<file path="config.mk">
export PLATFORM = sky130hd
export DESIGN_NAME = weight_bias_loader
export DESIGN_NICKNAME = d
export VERILOG_FILES = /design/src/rtl/weight_bias_loader.sv
export SDC_FILE = /design/constraint.sdc
export NUM_CORES = 1
export LEC_CHECK = 0
export BUFFER_PORTS_ARGS = -buffer_cell sky130_fd_sc_hd__clkbuf_2
export CAP_MARGIN = 40
export CORE_MARGIN = 5
export CORE_UTILIZATION = 60
export DETAILED_ROUTE_END_ITERATION = 16
export PLACE_DENSITY = 0.84
export RECOVER_POWER = 50
export SYNTH_ARGS = -nofsm -noshare
export SYNTH_HDL_FRONTEND = slang
export SYNTH_SLANG_ARGS = --single-unit
</file>
<file path="constraint.sdc">
create_clock -name clk -period 5.23 [get_ports clk]
set_input_delay 0.2615 -clock clk [delete_from_list [all_inputs] [get_ports clk]]
set_output_delay 0.2615 -clock clk [all_outputs]
set_load 0.1 [all_outputs]
</file>
<file path="src/rtl/weight_bias_loader.sv">
// Run-time convolution kernel loader: assembles NW weights plus one bias from a
// valid/ready stream in a shadow bank and commits the full set atomically.
//   state | meaning
//   IDLE  | no load in progress, stream not accepted
//   LOAD  | accepting words into the shadow bank
module weight_bias_loader #(
    parameter int DATA_WIDTH  = 16,
    parameter int KERNEL_SIZE = 3
) (
    input  logic                                        clk,
    input  logic                                        rst,
    input  logic                                        load_start,
    input  logic [DATA_WIDTH-1:0]                       s_data,
    input  logic                                        s_valid,
    input  logic                                        s_last,
    output logic                                        s_ready,
    output logic [DATA_WIDTH*KERNEL_SIZE*KERNEL_SIZE-1:0] weights,
    output logic [DATA_WIDTH-1:0]                       bias,
    output logic                                        params_valid,
    output logic                                        busy,
    output logic                                        load_err
);
    localparam int NW = KERNEL_SIZE * KERNEL_SIZE;
    localparam int CW = $clog2(NW + 1);
    localparam logic [CW-1:0] CNT_BIAS = CW'(NW);

    typedef enum logic {IDLE, LOAD} state_t;

    state_t                state;
    logic [CW-1:0]         cnt;
    logic [DATA_WIDTH-1:0] shadow [NW];

    // A restart pulse takes priority over any word offered in the same cycle.
    assign s_ready = (state == LOAD) && !load_start;

    always_ff @(posedge clk) begin
        if (rst) begin
            state        <= IDLE;
            cnt          <= '0;
            weights      <= '0;
            bias         <= '0;
            params_valid <= 1'b0;
            busy         <= 1'b0;
            load_err     <= 1'b0;
            for (int i = 0; i < NW; i++) begin
                shadow[i] <= '0;
            end
        end else if (load_start) begin
            state    <= LOAD;
            cnt      <= '0;
            busy     <= 1'b1;
            load_err <= 1'b0;
        end else if (state == LOAD && s_valid) begin
            for (int i = 0; i < NW; i++) begin
                if (cnt == CW'(i)) begin
                    shadow[i] <= s_data;
                end
            end
            if (cnt == CNT_BIAS) begin
                state <= IDLE;
                busy  <= 1'b0;
                if (s_last) begin
                    // Word 0 lands in the MSBs, matching the constant parameter source.
                    for (int k = 0; k < NW; k++) begin
                        weights[DATA_WIDTH*(NW-k)-1 -: DATA_WIDTH] <= shadow[k];
                    end
                    bias         <= s_data;
                    params_valid <= 1'b1;
                end else begin
                    load_err <= 1'b1;
                end
            end else if (s_last) begin
                state    <= IDLE;
                busy     <= 1'b0;
                load_err <= 1'b1;
            end else begin
                cnt <= cnt + CW'(1);
            end
        end
    end
endmodule

</file>
Word level (Yosys, flattened, before mapping):

Memory sizes are Yosys's and may differ from the RTL's. A register that Yosys moved wholly into a read port is not among the register bits.
Cells that the tools add are included.
W data, S select, Z words.

* bits in writable memories: 144
* flip-flop bits (word level): 23
* memories kept: 1
* input bits: 21

Memories
* shadow: words 9, bits a word 16, read ports 9, clocked after Yosys merged registers in 9, wr ports 9, RTL line 31 `logic [DATA_WIDTH-1:0] shadow [NW];`

* equality and inequality tests: 10
* reductions and logical operators: 12
* $add $sub $neg: 1
* muxes and demuxes: 63
* bitwise gates (word level): 12

Operators by type and width (number)
* $mux W16: 9
* $mux W1: 54
* $eq A4 B3 Y1 const B: 4
* $or A1 B1 Y1: 9
* $eq A4 B2 Y1 const B: 2
* $eq A4 B4 Y1 const B: 2
* $reduce_and A3 Y1: 2
* $add A4 B1 Y4 const B: 1
* $eq A4 B1 Y1 const B: 1
* $logic_not A4 Y1: 1
* $reduce_and A4 Y1: 1
* $reduce_bool A2 Y1: 2
* $not A1 Y1: 3
* $reduce_bool A3 Y1: 1
* $logic_and A1 B1 Y1: 2
* $ne A2 B2 Y1 const B: 1
* $reduce_and A2 Y1: 1
* $reduce_or A2 Y1: 1
* $logic_not A1 Y1: 1

Logic depth before layout (Yosys ltp):

Gate-level depths: netlist of the first run.

* depth in word-level cells: 7
* gate-level depth with buffers: 8
* depth with buffers taken out: 7

Worst setup path before layout of the first run:

Ideal clock, no wire load.

* path type: reg-to-reg
* start: register state
* end: memory shadow[8][0] (netlist: shadow[0][128]) (enable)
* data required time: 4816 ps
* data arrival time: 2698 ps
* clock period less this slack: 3112 ps
* buffers on the path: 0
* library setup time: 414 ps
* cell stages (with the launch flop): 3
* slack: 2118 ps
* path through: dfxtp_1 -> nand4bb_1 -> o31ai_1

RTL lines
* from (decl): RTL line 29 `state_t state;`
* from (signal assigned): RTL line 38 `state <= IDLE;`
* from (signal assigned): RTL line 49 `state <= LOAD;`
* from (signal assigned): RTL line 60 `state <= IDLE;`
* to (decl): RTL line 31

Final worst setup path of the first run:

* start: register cnt[1]
* end: register weights[85], read port of shadow

* word-level cells in the longest chain between the ends: 2

Ends and longest elaborated chain
* from (decl): RTL line 30 `logic [CW-1:0] cnt;`
* from (signal assigned): RTL line 77 `cnt <= cnt + CW'(1);`
* $eq A4 B4 Y1: RTL line 59 `if (cnt == CNT_BIAS) begin`
* $reduce_and A4 Y1 (no line)
* to (decl): RTL line 17 `output logic [DATA_WIDTH*KERNEL_SIZE*KERNEL_SIZE-1:0] weights,`

Every way passes these cells.
A chain may end at the register's enable or synchronous reset.

==> reports/qor.txt, run 1 <==
Async set or reset register ratio after synthesis - 0%
Register area - 7670 µm²
Post-DP HPWL - 16100 µm
Met3 Use GR - 6.54%
Clock sinks - 311
Synth Flop Type - dfxtp_1
Status - finished, violations left
Die Y - 147 µm
Multi-input logic area - 3230 µm²
Grt met2 use - 37.9%
Top post-synthesis cells by area - edfxtp_1 38%, dfxtp_1 30%, mux2i_1 14%
Worst reg2reg path depth - 6
Post-route insts no fill - 1350
NumNets Final - 1120
Die X - 147 µm
Min Tclk post-route - 3.11 ns
Clock root buffer master - clkbuf_16
Lkg Pwr - 4.54 nW
Area growth syn-to-layout - 15.5%
Clock Power Share - 42.2%
Final count of hold timing violations - 0
Buffer count from post-CTS setup fixing - 0
RSZ-0062 raised after global routing - false
Clk slew on worst S/H paths - 0.07 ns
Sw power - 0.000983 W
Slew headroom - -12.2%
Post-Place Cells - 1282
Post-synth EDFFs - 144
Register area share after synthesis - 67.8%
Number of buffers inserted by port buffering - 184
Hold WC Path Type - input port to flip-flop
# setup viols final - 0
Worst setup path category - flip-flop to flip-flop
Fillcell total - 1305
Die area - 21700 µm²
Crit path cell chain - inv_1 > ha_1 > nand3b_1 > nor3_1 > clkbuf_2 > mux2i_1
Syn nets - 939
Most Crowded Layer GR - met2
Diodes inserted - 0
Final Instance Area - 13100 µm²
CP Max Fanout - 51
Sequential Power Share - 54.9%
Yosys top cell by area - edfxtp_1
Pre-CTS WS - 2.62 ns
Most frequent cells in the layout - 321 x nand2_1, 173 x clkbuf_1, 167 x dfxtp_1
Drt total wl - 26200 µm
Violated checks - capacitance limit, slew limit
Netlist cell types - 32
Crit end category - flip-flop
Largest stage delay on the critical path - 1.31 ns
H-tree levels - 1
Vias post-DR - 7328
CTS tree - yes
Drt pass-1 iters - 5
Worst-margin pin slew - 1.68 ns
Sw Ratio - 20.7%
DR vias/cell - 5.43
Seq cells post-synth - 311
CTS buffer count - 28
YS warnings - 0
Critical Path Start Type - flip-flop
Initial antenna violation count - 0
ANT nets after route - 0
Comb pwr share - 2.9%
Final Max Slew Viols - 52
First-pass GRT wire length - 40700 µm
DRC - 0
Gate count of the mapped netlist - 913
Layout cells sized above 1 - 6.00%
Initial Util - 60.7%
Critical Path RT - 5.66 ns
Later-pin clock latency in the skew report - 0.53 ns
Hold slack - 0.128 ns
WP depth - 6
Clk_skew - 0.00683 ns
Top cell type's share of synthesized area - 38.2%
CP top delay family - buffers and inverters
Max-cap violations - 1
GRT Total Usage - 23.7%
WP data arrival - 3.54 ns
Row cnt - 50
Starting DRT DRC Count - 590
RD Place Congestion - 0.811
IO Pins - 185
Worst Hold Depth - 4
Largest net degree at the start of global routing - 120
Worst setup margin - 2.12 ns
Core area - 18600 µm²
Cell with the largest stage delay on the worst path - clkbuf_2
Tcrit/Tclk final - 59.5%
Max Root-Sink Buffers - 3
Power Density - 364 nW/µm²
GR Layer Usage met1 - 32.5%
CTS resizes - 0
Routed len/inst - 19.4 µm
Avg Inst Size Synth - 12.4 µm²
WP buf/inv - 2
Netlist Area Pre-Place - 11300 µm²
GRT Residual Overflow - 0
Worst VDD drop - 0.233 mV
Number of global-route vias before repair - 7303
Most common cell after layout, fill and taps aside - nand2_1
Fmax achieved - 321 MHz
Internal power - 0.00377 W
DP Area - 12200 µm²
TNS Setup - 0 ns
[per-stage QoR]
| stage | total power [W] | util, % |
|---|---|---|
| 2_1_floorplan | 0.00274 | - |
| 3_3_place_gp | 0.00278 | 65.4 |
| 3_5_place_dp | 0.00279 | 65.6 |
| 4_1_cts | 0.00477 | 71.2 |
| 5_1_grt | 0.00490 | 70.1 |
| 6_report | 0.00475 | 70.1 |
[tightest hold or removal path, stage by stage]
cell and delay [ns]:
clkbuf_2 0.07, inv_1 0.06, a21oi_1 0.15, nor3_1 0.06
[Yosys cell counts, drive strengths merged (3+ instances only)]
library cell,number
and2,16
nor3,3
edfxtp,144
nor2,5
dfxtp,167
nand2,321
buf,18
inv,6
mux2i,161
clkbuf,37
ha,5
a21o,8
[worst paths after layout]
check | start | slack, ns | end
setup reg to reg | cnt[1] | 2.12 | weights[85]
hold reg to reg | weights[61] | 0.45 | weights[61]
setup / recovery | cnt[1] | 2.12 | weights[85]
hold / removal | s_last | 0.13 | state
[metal layers]
| metal | wire, µm | vias up | share of wire (%) |
|---|---|---|---|
| li1 | - | 3445 | - |
| met1 | 10800 | 3519 | 41 |
| met2 | 12300 | 323 | 47 |
| met3 | 2570 | 41 | 9.8 |
| met4 | 551 | 0 | 2.1 |
| met5 | 0 | - | 0 |
[cells by family after synthesis]
family | count (synthesis) | share of synthesized area [%]
DFF | 311 | 67.8
buffers and inverters | 61 | 3.68
and+or+nand+nor | 358 | 12.6
adders and majority gates | 5 | 0.553
muxes | 161 | 14.2
AOI/OAI and AO/OA | 15 | 0.951
xor gates and xnor gates | 2 | 0.155
[repair_timing]
item / 4_1_cts / 5_1_grt
hold buffers: 16 / 0
hold endpoints to repair: 16 / 0
endpoints found under the setup margin: 0 / 0
[power groups by stage]
| stage | Combinational [W] | Sequential, W | Clock, W |
|---|---|---|---|
| 2_1_floorplan | 0.0000826 | 0.00266 | 0 |
| 3_3_place_gp | 0.000121 | 0.00266 | 0 |
| 3_5_place_dp | 0.000127 | 0.00266 | 0 |
| 4_1_cts | 0.000137 | 0.00261 | 0.00202 |
| 5_1_grt | 0.000151 | 0.00261 | 0.00214 |
| 6_report | 0.000137 | 0.00261 | 0.00201 |
[cell type report]
class / count / area share, %
flip-flops and latches: 311 / 58.7
multi-input cells: 541 / 24.7
repair buffers: 206 / 7.25
clock buffers: 39 / 6.00
well taps: 234 / 2.24
clock inverters: 13 / 0.881
inverters: 6 / 0.230
[state kept, by name, indices dropped and copies added (netlist names)]
register and flops:
bias 16, cnt 4, weights 144, params_valid 1
load_err 1, state 1, shadow 144
Note: power is estimated with default switching activity, not from simulation.
==> run 2, diff against run 1 <==
CORE_UTILIZATION = 50   (was 60)
PLACE_DENSITY = 0.75   (was 0.84)
clock period = 2.5 ns   (was 5.23 ns; I/O delays follow)
==> run 2 against run 1 <==
The flow now finishes without violations. Via count shrank 1.1%. Hold slack worse by 0.029 ns. Critical path type unchanged. Utilization decreased by 10 points. First-iteration DRC count down 8.5%. Combinational power up 120%. Register-to-register slack lost 1.9 ns. Largest cell class unchanged.
==> reports/qor.txt, run 2 (synthesis gave the netlist of run 1 again) <==
Clk slew on worst S/H paths - 0.06 ns (about the same)
DR vias/cell - 5.10 (-6.1%)
Most Crowded Layer GR - met2
Sw power - 0.00215 W (+120%)
Number of global-route vias before repair - 7167 (-1.9%)
GR Layer Usage met1 - 27.7% (-4.8 points)
RSZ-0062 raised after global routing - false
Clock Power Share - 44.9% (+2.7 points)
Max Root-Sink Buffers - 3 (unchanged)
CTS tree - yes
Vias post-DR - 7249 (-1.1%)
DRC - 0 (unchanged)
Worst VDD drop - 0.489 mV (+110%)
Initial antenna violation count - 1 (+1)
Tcrit/Tclk final - 91.6% (+32 points)
Drt pass-1 iters - 7 (+2)
Sw Ratio - 20.5% (-0.16 points)
Core area - 22400 µm² (+20%)
Routed len/inst - 18.3 µm (-5.7%)
ANT nets after route - 0 (unchanged)
Worst-margin pin slew - 1.24 ns (-0.444 ns)
Die Y - 160 µm (+8.9%)
IO Pins - 185 (unchanged)
Clk_skew - 0.00966 ns (+0.00282 ns)
Slew headroom - 17.7% (+30 points)
Buffer count from post-CTS setup fixing - 0 (unchanged)
CP Max Fanout - 16 (-69%)
Top flop regs - shadow: 144 flops, weights: 144 flops, bias: 16 flops
First-pass GRT wire length - 40000 µm (-1.8%)
RD Place Congestion - 0.768 (-5.3%)
Fmax achieved - 437 MHz (+36%)
WP data arrival - 2.52 ns (-1.02 ns)
Area growth syn-to-layout - 19.1%
# setup viols final - 0 (unchanged)
Later-pin clock latency in the skew report - 0.54 ns (about the same)
Max-cap violations - 0 (-1)
Lkg Pwr - 4.69 nW (+3.5%)
GRT Total Usage - 19.6% (-4.1 points)
Sequential Power Share - 52.1% (-2.8 points)
Post-CTS Hold Fix Bufs - 19 (+3)
NumNets Final - 1139 (+1.7%)
Diodes inserted - 0 (unchanged)
Final Instance Area - 13500 µm² (+3.1%)
Status - completed
Grt met2 use - 31.1% (-6.8 points)
Min Tclk post-route - 2.29 ns (-0.820 ns)
Internal power - 0.00831 W (+120%)
Hold WC Path Type - input port to flip-flop
Clock root buffer master - clkbuf_16
CTS resizes - 0 (unchanged)
Critical Path Start Type - flip-flop
TNS Setup - 0 ns (unchanged)
Clock sinks - 311 (unchanged)
Die X - 160 µm (+8.9%)
Most common cell after layout, fill and taps aside - nand2_1
Initial Util - 50.4% (-10 points)
Crit end category - flip-flop
GRT Residual Overflow - 0 (unchanged)
Fillcell total - 1821 (+40%)
Final Max Slew Viols - 0 (-100%)
CTS buffer count - 30 (+7.1%)
Met3 Use GR - 4.82% (-1.7 points)
Comb pwr share - 2.9% (about the same)
H-tree levels - 1 (unchanged)
DP Area - 12500 µm² (+2.0%)
Number of buffers inserted by port buffering - 184 (unchanged)
Largest net degree at the start of global routing - 85 (-29%)
Row cnt - 55 (+10%)
Post-DP HPWL - 16500 µm (+2.6%)
Drt total wl - 26100 µm (-0.64%)
Layout cells sized above 1 - 8.27% (+2.3 points)
Most frequent cells in the layout - 321 x nand2_1, 169 x clkbuf_1, 167 x dfxtp_1
Die area - 25700 µm² (+19%)
Worst setup path category - flip-flop to flip-flop
Starting DRT DRC Count - 540 (-8.5%)
Final count of hold timing violations - 0 (unchanged)
Critical Path RT - 2.73 ns (-2.93 ns)
Power Density - 777 nW/µm² (+110%)
run 2: through the flow:
| stage | utilization [%] | setup slack (ns) | cells | total power, W | hold WS [ns] |
|---|---|---|---|---|---|
| 6_report | 60.0 | 0.210 | 1422 | 0.0105 | 0.0990 |
| 5_1_grt | 60.0 | 0.0442 | 1422 | 0.0108 | 0.117 |
| 4_1_cts | 61.1 | 0.180 | 1422 | 0.0105 | 0.0725 |
| 3_5_place_dp | 55.6 | 0.195 | 1347 | 0.00585 | 0.382 |
| 3_3_place_gp | 55.6 | 0.353 | 1347 | 0.00585 | 0.374 |
| 2_1_floorplan | - | 0.265 | 913 | 0.00573 | 0.267 |
run 2: path summary, 6_finish.rpt:
check        slack, ns            end  cells after the start   startpoint
min reg2reg       0.45    weights[33]                      2  weights[33]
max reg2reg       0.21  shadow[0][65]                      6       cnt[0]
max               0.21  shadow[0][65]                      6       cnt[0]
min                0.1       load_err                      5          rst
run 2: power groups by stage:
stage | logic (W) | registers, W | clock network [W]
3_5_place_dp | 0.000288 | 0.00556 | 0
5_1_grt | 0.000336 | 0.00546 | 0.00502
4_1_cts | 0.000313 | 0.00545 | 0.00477
6_report | 0.000306 | 0.00545 | 0.00470
2_1_floorplan | 0.000174 | 0.00556 | 0
3_3_place_gp | 0.000287 | 0.00556 | 0
run 2: area by class of cell:
type | instances | area (µm²) | share of cell area, %
well taps | 285 | 357 | 2.65
inverters | 6 | 30.0 | 0.223
multi-input cells | 541 | 3240 | 24.1
repair buffers | 223 | 1130 | 8.41
clock inverters | 20 | 238 | 1.76
clock buffers | 36 | 805 | 5.97
flip-flops and latches | 311 | 7670 | 56.9
run 2: critical path, stage by stage (launching register included):
cell	delay, ns
dfxtp_1	0.34
inv_1	0.13
ha_1	0.24
nand2b_1	0.14
a211oi_2	0.24
buf_4	0.23
and2_1	0.66
run 2: routing by layer:
metal  part of all wire (%)  up-vias
li1                       -     3473
met1                     45     3512
met2                     46      235
met3                    7.1       29
met4                    1.5        0
met5                      0        -
==> run 3, diff against run 2 <==
==> constraint.sdc (replaced) <==
create_clock -name clk -period 2.5 [get_ports clk]
set_input_delay 0.375 -clock clk [delete_from_list [all_inputs] [get_ports clk]]
set_output_delay 0.375 -clock clk [all_outputs]
set_load 0.1 [all_outputs]
==> run 3 against run 2 <==
Global-route usage grew 0.098 points. Non-clock buffer count is 17 lower. Utilization is 0.98 points lower. Design area down 1.6%. Worst setup slack got worse by 0.094 ns. Critical path type unchanged. Critical endpoint is now shadow[0][126]. Highest routed layer unchanged.
==> reports/qor.txt, run 3 (synthesis gave the netlist of run 1 again) <==
Largest stage delay on the critical path - 0.54 ns (-0.12 ns)
Slew headroom - 18.1% (+0.40 points)
Row cnt - 55 (unchanged)
Vias post-DR - 7154 (-1.3%)
CTS buffer count - 30 (unchanged)
CP Max Fanout - 10 (-6)
Initial antenna violation count - 0 (-1)
Worst setup margin - 0.116 ns (-0.0942 ns)
Clk_skew - 0.0210 ns (+0.0113 ns)
Multi-input logic area - 3240 µm² (unchanged)
ANT nets after route - 0 (unchanged)
Crit end category - flip-flop
Clk slew on worst S/H paths - 0.07 ns (about the same)
Max-cap violations - 0 (unchanged)
Largest net degree at the start of global routing - 86 (+1.2%)
Number of global-route vias before repair - 7013 (-2.1%)
CTS tree - yes
TNS Setup - 0 ns (unchanged)
Max Root-Sink Buffers - 3 (unchanged)
Worst r2r src - cnt[0]
RD Place Congestion - 0.804 (+4.7%)
Die area - 25700 µm² (unchanged)
First-pass GRT wire length - 40200 µm (+0.55%)
Starting DRT DRC Count - 595 (+10%)
Critical Path RT - 2.77 ns (+0.04 ns)
Most frequent cells in the layout - 321 x nand2_1, 167 x dfxtp_1, 167 x clkbuf_1
Crit path cell chain - inv_1 > ha_1 > nand2b_1 > a211oi_2 > buf_4 > and2_1
Fmax achieved - 419 MHz (-4.0%)
Die X - 160 µm (unchanged)
RSZ-0062 raised after global routing - false
Worst VDD drop - 0.466 mV (-4.7%)
Top flop regs - shadow: 144 flops, weights: 144 flops, bias: 16 flops
H-tree levels - 1 (unchanged)
Die Y - 160 µm (unchanged)
Diodes inserted - 0 (unchanged)
Hold WC Path Type - input port to flip-flop
Drt total wl - 26100 µm (about the same)
Critical Path Start Type - flip-flop
GRT Total Usage - 19.7% (+0.098 points)
Worst setup path category - flip-flop to flip-flop
Core area - 22400 µm² (unchanged)
Clock sinks - 311 (unchanged)
Status - completed
Pre-CTS WS - 0.186 ns (-0.00918 ns)
Fillcell total - 1888 (+3.7%)
Most common cell after layout, fill and taps aside - nand2_1
IO Pins - 185 (unchanged)
Clock root buffer master - clkbuf_16
DR vias/cell - 5.09 (-0.12%)
Initial Util - 50.4% (unchanged)
WP data arrival - 2.65 ns (+0.13 ns)
Number of buffers inserted by port buffering - 184 (unchanged)
Worst-margin pin slew - 1.23 ns (-0.00604 ns)
Power Density - 776 nW/µm² (about the same)
Later-pin clock latency in the skew report - 0.55 ns (about the same)
Worst reg2reg setup slack - 0.12 ns (-0.09 ns)
Area growth syn-to-layout - 17.2%
Min Tclk post-route - 2.38 ns (+0.0942 ns)
# setup viols final - 0 (unchanged)
GRT Residual Overflow - 0 (unchanged)
DRC - 0 (unchanged)
Tcrit/Tclk final - 95.4% (+3.8 points)
Post-CTS Hold Fix Bufs - 0 (-19)
Drt pass-1 iters - 5 (-2)
Hold_sp - s_data[15]
Layout cells sized above 1 - 8.57% (+0.30 points)
Final count of hold timing violations - 0 (unchanged)
NumNets Final - 1122 (-1.5%)
Final Max Slew Viols - 0 (unchanged)
Critical Path Start - cnt[0]
Post-DP HPWL - 16900 µm (+2.3%)
Routed len/inst - 18.6 µm (+1.2%)
Lkg Pwr - 4.61 nW (-1.8%)
Cell with the largest stage delay on the worst path - a211oi_2
Register area - 7670 µm² (unchanged)
==> run 3: layout make-up <==
cell class,count,area share [%]
timing repair buffer,206,7.20
clock inverter,21,1.44
multi-input combinational,541,24.5
clock buffer,35,6.12
tap,285,2.69
sequential,311,57.9
inverter,6,0.227
==> run 3: final timing paths <==
path,endpoint,cells after the start
setup / recovery,shadow[0][126],6
hold reg to reg,weights[102],2
setup reg to reg,shadow[0][126],6
hold / removal,bias[15],3
==> run 3: per-layer routing <==
metal / vias up / wire [µm] / GRT usage (%)
met4: 0 / 536 / 4.89
met1: 3380 / 11600 / 28.3
met2: 283 / 11800 / 30.8
li1: 3444 / - / -
met5: - / 0 / 0
met3: 47 / 2140 / 4.16
==> run 3: per-stage QoR <==
stage,power [W],util [%],std cells,hold slack [ns],area [µm²]
6_report,0.0103,59.1,1405,0.0927,13300
5_1_grt,0.0106,59.1,1405,0.0789,13300
4_1_cts,0.0104,60.1,1405,0.0677,13500
3_5_place_dp,0.00587,55.7,1349,0.446,12500
3_3_place_gp,0.00587,55.7,1349,0.442,12500
2_1_floorplan,0.00573,-,913,0.482,11300
==> run 3: where the power goes <==
part           switching (W)  internal (W)  total [W]
Sequential         0.0000502       0.00542    0.00547
Clock                0.00190       0.00263    0.00453
Combinational       0.000215     0.0000683   0.000283
==> run 3: what timing repair did <==
item / 4_1_cts / 5_1_grt
resized for setup: 0 / 2
endpoints found under the setup margin: 0 / 18
buffers inserted: 0 / 0
==> run 3: critical path: cells and delay by family (launching register included) <==
family / cells / cell delay [ns]
DFF: 1 / 0.35
AOI/OAI and AO/OA: 1 / 0.54
and+or+nand+nor: 2 / 0.61
buffers and inverters: 2 / 0.37
adders and majority gates: 1 / 0.23
